**src/rtl/mips_pkg.sv**
```systemverilog
`default_nettype none
// ============================================================================
// Package     : mips_pkg
// Description : Shared types and constants for the MIPS front end (fetch).
// Revision    : 1.0 - initial release
// ============================================================================
package mips_pkg;

  // Fetch FSM: issue a request, then wait for its single response.
  typedef enum logic [0:0] {
    S_REQ  = 1'b0,
    S_WAIT = 1'b1
  } fetch_state_t;

  // PCSrcD encodings from decode; 2'b11 is handled like a branch.
  localparam logic [1:0] PCSRC_SEQ = 2'b00;
  localparam logic [1:0] PCSRC_BR  = 2'b01;
  localparam logic [1:0] PCSRC_JMP = 2'b10;

  // sll $0,$0,0 is the all-zero word.
  localparam logic [31:0] NOP_INSTR_DEFAULT = 32'h0000_0000;
  localparam logic [31:0] RESET_PC_DEFAULT  = 32'h0000_0000;

  // Redirect target: jumps splice the 28-bit jump field into the
  // upper nibble of the PC+4 held in IF/ID; everything else is a branch.
  function automatic logic [31:0] redirect_target(
    input logic [1:0]  pcsrc,
    input logic [31:0] branch_tgt,
    input logic [27:0] jump_field,
    input logic [3:0]  pc4_hi
  );
    logic [31:0] tgt;
    case (pcsrc)
      PCSRC_BR:  tgt = branch_tgt;
      PCSRC_JMP: tgt = {pc4_hi, jump_field};
      default:   tgt = branch_tgt;
    endcase
    return tgt;
  endfunction

endpackage
`default_nettype wire

```
**src/rtl/fetch_skid_buf.sv**
```systemverilog
`default_nettype none
// ============================================================================
// Module      : fetch_skid_buf
// Description : One-entry {instr, pc4} holding register used when decode is
//               stalled while an instruction-memory response arrives.
// Revision    : 1.0 - initial release
// ============================================================================
module fetch_skid_buf
  import mips_pkg::*;
(
  input  logic        clk,
  input  logic        reset,
  input  logic        load_i,
  input  logic        clear_i,
  input  logic [31:0] instr_i,
  input  logic [31:0] pc4_i,
  output logic        buf_valid_o,
  output logic [31:0] instr_o,
  output logic [31:0] pc4_o
);

  logic        valid_q;
  logic [31:0] instr_q;
  logic [31:0] pc4_q;

  // Capture on load; clear (consume or squash) empties the entry.
  always_ff @(posedge clk or posedge reset) begin
    if (reset) begin
      valid_q <= 1'b0;
      instr_q <= NOP_INSTR_DEFAULT;
      pc4_q   <= 32'h0;
    end else if (clear_i) begin
      valid_q <= 1'b0;
    end else if (load_i) begin
      valid_q <= 1'b1;
      instr_q <= instr_i;
      pc4_q   <= pc4_i;
    end
  end

  assign buf_valid_o = valid_q;
  assign instr_o     = instr_q;
  assign pc4_o       = pc4_q;

endmodule
`default_nettype wire

```
**src/rtl/fetch_unit.sv**
```systemverilog
`default_nettype none
// ============================================================================
// Module      : fetch_unit
// Description : MIPS IF stage. Owns PCF, keeps one instruction-memory read
//               outstanding, and fills the IF/ID register, honouring decode
//               redirects and hazard-unit stalls.
// Revision    : 1.0 - initial release
// ============================================================================
module fetch_unit
  import mips_pkg::*;
#(
  parameter logic [31:0] RESET_PC  = RESET_PC_DEFAULT,
  parameter logic [31:0] NOP_INSTR = NOP_INSTR_DEFAULT
) (
  input  logic        clk,
  input  logic        reset,
  input  logic        StallF,
  input  logic        StallD,
  input  logic        FlushF,
  input  logic [1:0]  PCSrcD,
  input  logic [31:0] PCBranchD,
  input  logic [31:0] jumpdst,
  output logic        imem_req,
  output logic [31:0] imem_addr,
  input  logic        imem_gnt,
  input  logic        imem_rvalid,
  input  logic [31:0] imem_rdata,
  output logic [31:0] InstrD,
  output logic [31:0] PCPlus4D,
  output logic        ValidD
);

  fetch_state_t state_q, state_d;
  logic [31:0]  pcf_q, pcf_d;
  logic         kill_q, kill_d;
  logic [31:0]  inflight_pc4_q, inflight_pc4_d;
  logic [31:0]  instr_q, instr_d;
  logic [31:0]  pcplus4_q, pcplus4_d;
  logic         valid_q, valid_d;

  logic         buf_valid;
  logic [31:0]  buf_instr;
  logic [31:0]  buf_pc4;
  logic         buf_load;
  logic         buf_clear;

  logic         redirect;
  logic         squash;
  logic [31:0]  target;
  logic         req;
  logic         handshake;
  logic         resp;
  logic         live;

  // Only the low 28 bits of the jump destination reach the PC.
  logic         unused_jumpdst_hi;
  assign unused_jumpdst_hi = ^jumpdst[31:28];

  // Request/response qualifiers and the redirect target mux.
  always_comb begin
    redirect  = (PCSrcD != PCSRC_SEQ) && !StallD;
    squash    = redirect || (FlushF && !StallD);
    target    = redirect_target(PCSrcD, PCBranchD, jumpdst[27:0], pcplus4_q[31:28]);
    req       = !reset && (state_q == S_REQ) && !StallF && !buf_valid;
    handshake = req && imem_gnt;
    resp      = (state_q == S_WAIT) && imem_rvalid;
    live      = resp && !kill_q;
  end

  // Fetch FSM, PC update and kill tracking for reads orphaned by a redirect.
  always_comb begin
    state_d        = state_q;
    pcf_d          = pcf_q;
    kill_d         = kill_q;
    inflight_pc4_d = inflight_pc4_q;

    case (state_q)
      S_REQ: begin
        if (handshake) begin
          inflight_pc4_d = pcf_q + 32'd4;
          pcf_d          = pcf_q + 32'd4;
          state_d        = S_WAIT;
        end
      end
      S_WAIT: begin
        if (imem_rvalid) begin
          state_d = S_REQ;
          kill_d  = 1'b0;
        end
      end
      default: state_d = S_REQ;
    endcase

    if (redirect) begin
      pcf_d = target;
      // A read that will still return after this edge belongs to the old path.
      if (((state_q == S_WAIT) && !imem_rvalid) || handshake) begin
        kill_d = 1'b1;
      end
    end
  end

  // IF/ID fill: stall parks live data in the skid buffer, squash inserts a
  // bubble, otherwise the buffered word wins over a live response.
  always_comb begin
    instr_d   = instr_q;
    pcplus4_d = pcplus4_q;
    valid_d   = valid_q;
    buf_load  = 1'b0;
    buf_clear = 1'b0;

    if (StallD) begin
      buf_load = live;
    end else if (squash) begin
      instr_d   = NOP_INSTR;
      valid_d   = 1'b0;
      buf_clear = 1'b1;
    end else if (buf_valid) begin
      instr_d   = buf_instr;
      pcplus4_d = buf_pc4;
      valid_d   = 1'b1;
      buf_clear = 1'b1;
    end else if (live) begin
      instr_d   = imem_rdata;
      pcplus4_d = inflight_pc4_q;
      valid_d   = 1'b1;
    end else begin
      instr_d = NOP_INSTR;
      valid_d = 1'b0;
    end
  end

  // Fetch state registers.
  always_ff @(posedge clk or posedge reset) begin
    if (reset) begin
      state_q        <= S_REQ;
      pcf_q          <= RESET_PC;
      kill_q         <= 1'b0;
      inflight_pc4_q <= 32'h0;
    end else begin
      state_q        <= state_d;
      pcf_q          <= pcf_d;
      kill_q         <= kill_d;
      inflight_pc4_q <= inflight_pc4_d;
    end
  end

  // IF/ID pipeline register.
  always_ff @(posedge clk or posedge reset) begin
    if (reset) begin
      instr_q   <= NOP_INSTR;
      pcplus4_q <= 32'h0;
      valid_q   <= 1'b0;
    end else begin
      instr_q   <= instr_d;
      pcplus4_q <= pcplus4_d;
      valid_q   <= valid_d;
    end
  end

  fetch_skid_buf u_skid (
    .clk         (clk),
    .reset       (reset),
    .load_i      (buf_load),
    .clear_i     (buf_clear),
    .instr_i     (imem_rdata),
    .pc4_i       (inflight_pc4_q),
    .buf_valid_o (buf_valid),
    .instr_o     (buf_instr),
    .pc4_o       (buf_pc4)
  );

  assign imem_req  = req;
  assign imem_addr = pcf_q;
  assign InstrD    = instr_q;
  assign PCPlus4D  = pcplus4_q;
  assign ValidD    = valid_q;

endmodule
`default_nettype wire

```
**config.mk**
```make
export PLATFORM = sky130hd
export DESIGN_NAME = fetch_unit
export DESIGN_NICKNAME = d
export VERILOG_FILES = /design/src/rtl/mips_pkg.sv /design/src/rtl/fetch_skid_buf.sv /design/src/rtl/fetch_unit.sv
export SDC_FILE = /design/constraint.sdc
export NUM_CORES = 1
export LEC_CHECK = 0
export CORE_MARGIN = 2
export CORE_UTILIZATION = 46
export DETAILED_ROUTE_END_ITERATION = 10
export PLACE_DENSITY = 0.77
export SLEW_MARGIN = 20
export SYNTH_ARGS = -nofsm -noshare
export SYNTH_HDL_FRONTEND = slang
export SYNTH_SLANG_ARGS = --single-unit
```
**constraint.sdc**
```tcl
create_clock -name clk -period 6.3 [get_ports clk]
set_input_delay 0.63 -clock clk [delete_from_list [all_inputs] [get_ports clk]]
set_output_delay 0.63 -clock clk [all_outputs]
set_load 0.03 [all_outputs]
```
==> impl_results.md <==
* DRC viols at 0
* Final setup vio count at 0
* Crit path time final at 3540 ps
* Synth Area in Simple Gates at 14.9%
* Final antenna-violating net count at 0
* Top delay family on crit path: buffers and inverters
* PortBufs at 198
* Hold crit path type: flop to flop
* Most frequent cells after synthesis: 196 x dfrtp_1, 142 x nand2_1, 96 x o21ai_0
* Vias in the first global route at 7436
* Core footprint at 0.0195 mm^2
* Top-count cell post-synth: dfrtp_1
* Worst-Margin Slew at 1090 ps
* Routed WL per cell at 18.3 um
* Total Wirelength at 24300 um
* Final hold vios at 0
* Yosys cell types at 46
* Final WS setup at 2760 ps
* Met1 wire length at 10700 um
* Post-Syn Area per Cell at 10.2 um^2
* CP required at 5670 ps
* # diodes at 0
* Internal power at 2.60 mW
* Final net count at 1155
* Gate Count Post-Synth at 897
* CP Capture Type: output pin
* First-pass GRT wire length at 39800 um
* Met2 WL at 11400 um
* Die footprint at 0.0211 mm^2
* FFs w/ async S/R, synth at 100%
* Share of layout cells above drive strength 1 at 11.2%
* I/O pin count at 203
* # clock sinks at 196
* Setup TNS at 0 ps
* Post-synth EDFFs at 0
* Max transition margin at 27.4%
* Clock power frac at 27.1%
* Compound-Gate Fraction of Synth Area at 14.7%
* Combinational share of power at 25.3%
* DPL Wire Length at 16400 um
* Largest net degree at the start of global routing at 142
* Starting density of the core at 47.0%
* Reg2Reg Launch Point: u_skid.buf_valid_o$_DFFE_PP0P_
* Synth Area in Adders at 0.136%
* Main combinational cell family by area after synthesis: simple AND/OR/NAND/NOR gates
* CTS hold repair buffers at 0
* Clk_skew at 9.46 ps
* Max-slew violation count at 0
* H-tree depth at 4
* DIE WIDTH at 145 um
* Gp weighted congestion at 0.865
* Max FO, Critical Path at 68
* Synth Register Bits at 196
* Root Driver: clkbuf_16
* CTS tree: yes
* Hold depth at 2
* Top layer used by detailed routing: met4
* Cells on worst reg2reg path at 6
* Worst vdd ir at 0.186 mV
* Clock insertion delay at the later pin of the skew report at 430 ps
* RSZ-0062 raised after global routing: no
* Sequential area share after synthesis at 53.4%
* Worst Min Path Start: PCPlus4D[18]$_DFFE_PP0P_
* Synth top area share at 53.4%
* Ys Warns at 0
* Final Cycle Share at 56.2%
* Vias per inst at 5.66
* Syn nets at 1003
* WHS at 478 ps
* Max Clk Rate at 282 MHz
* Pleak at 4.76 nW
* CTS Buf Count at 17
* Reg power frac at 47.7%
* Reg2reg end: imem_addr[15]$_DFFE_PP0P_
* Worst Path Arrival at 2910 ps
* Congestion Overflow GR at 0
* Top FF cell, synth: dfrtp_1
* Sw Share at 32.3%
* Die Y-Extent at 145 um
* Row cnt at 51
* Worst hold endpoint: PCPlus4D[18]$_DFFE_PP0P_
* Fin util at 60.8%
* Setup bufs post-CTS at 0
* Fillers at 1647
* Synth Cell Area at 0.00918 mm^2
* Critical path type: flop to output pin
* Max-Cap Viols at 0
* Met3 routed WL at 1680 um
* Area leader, netlist: dfrtp_1
* Post-Synth XOR/XNOR Area at 2.00%
* Worst path slowest cell: dfrtp_4
* Area delta synth->final at 29.3%
* Detailed-route via count at 7516
* All-layer global routing usage at 23.5%
* Post-synthesis mux area share at 11.4%
* R2r setup slk at 3000 ps
* Critical path buffers and inverters at 2
* DRT Pass-1 Iters at 5
* Ranking of synthesized cells by area: dfrtp_1 53%, mux2_2 7.9%, nand2_1 5.8%
* NetSw at 1.24 mW
* Critical path startpoint category: flop
* # placed instances at 1295
* DP Worst Slack at 2710 ps
* Clk slew on worst S/H paths at 70 ps
* Finished Layout Cells at 1327
* Iteration-0 DRC Markers at 651
* Initial antenna violation count at 0
* Pwr per Cell Area at 324 mW/mm^2
* Worst path cell trace: or4_4 > inv_1 > clkdlybuf4s50_1
* Slowest stage delay, CP at 850 ps
* Post-cts sizing count at 0
* Status: finished clean
* Bufs on Longest Clock Path at 2
==> metal layers <==
metal  up-vias  global-route usage, %
li1       3564                      -
met1      3632                   32.0
met5         -                      0
met3        42                   5.69
met2       278                   36.7
met4         0                   8.38
==> through the flow <==
step | instance area (um^2) | total power, mW
global route | 11900 | 4.05
finish | 11900 | 3.84
CTS | 11900 | 3.86
detailed placement | 11300 | 2.83
floorplan | 9180 | 2.41
global placement | 11300 | 2.78
==> cell usage in the layout, fill, tap and decap left out, drive strengths merged, types with 12 or more instances in the layout <==
cell / count
mux2i: 33
dfrtp: 196
a31oi: 28
and3: 14
nand4: 12
clkdlybuf4s50: 197
nand2: 142
a22oi: 40
mux2: 64
nor2: 29
xnor2: 15
or4: 25
nand3: 16
or3: 15
clkbuf: 20
o21ai: 96
inv: 13
==> cells by family (layout without fill, tap and decap cells) <==
kind of cell,Yosys count,after routing
buffers and inverters,82,247
XOR/XNOR,21,21
flip-flops,196,196
adder cells (fa/ha/maj),1,1
AO/OA/AOI/OAI,217,217
multiplexers,97,97
AND/OR/NAND/NOR,283,283
==> area by class of cell <==
class,count,area [um^2],area share (%)
Sequential cell,196,4910,41.3
Multi-Input combinational cell,619,3990,33.6
Timing Repair Buffer,208,2050,17.3
Clock buffer,20,467,3.93
Tap cell,265,332,2.79
Clock inverter,12,95.1,0.801
Inverter,7,33.8,0.285
==> how the worst max path moves through the flow <==
| stage | from | cells after the start | to | slack [ps] |
|---|---|---|---|---|
| global route | u_skid.buf_valid_o$_DFFE_PP0P_ | 3 | imem_req | 2690 |
| floorplan | reset | 1 | InstrD[0]$_DFFE_PP0N_ | 330 |
| finish | u_skid.buf_valid_o$_DFFE_PP0P_ | 3 | imem_req | 2760 |
| CTS | u_skid.buf_valid_o$_DFFE_PP0P_ | 3 | imem_req | 2750 |
| global placement | PCSrcD[1] | 6 | PCPlus4D[5]$_DFFE_PP0P_ | 2740 |
| detailed placement | PCSrcD[1] | 6 | PCPlus4D[12]$_DFFE_PP0P_ | 2710 |
==> registers in the layout (all words and copies together) (netlist names) <==
name,flops
PCPlus4D,32
u_skid.instr_o,32
ValidD,1
InstrD,32
imem_addr,32
u_skid.pc4_o,32
inflight_pc4_q,32
u_skid.buf_valid_o,1
state_q,1
kill_q,1
==> worst min-delay path, cell delays in order, from the launching register on <==
cell and delay (ps):
dfrtp_1 340, nand2_1 40, o21ai_0 60
==> power groups by stage <==
| stage | clock, mW | sequential [mW] | combinational, mW |
|---|---|---|---|
| after floorplan | 0 | 1.93 | 0.477 |
| after global placement | 0 | 1.83 | 0.948 |
| after detailed placement | 0 | 1.85 | 0.974 |
| after CTS | 1.05 | 1.83 | 0.979 |
| after global routing | 1.11 | 1.88 | 1.06 |
| final | 1.04 | 1.83 | 0.971 |
(Power assumes the default switching activity.)
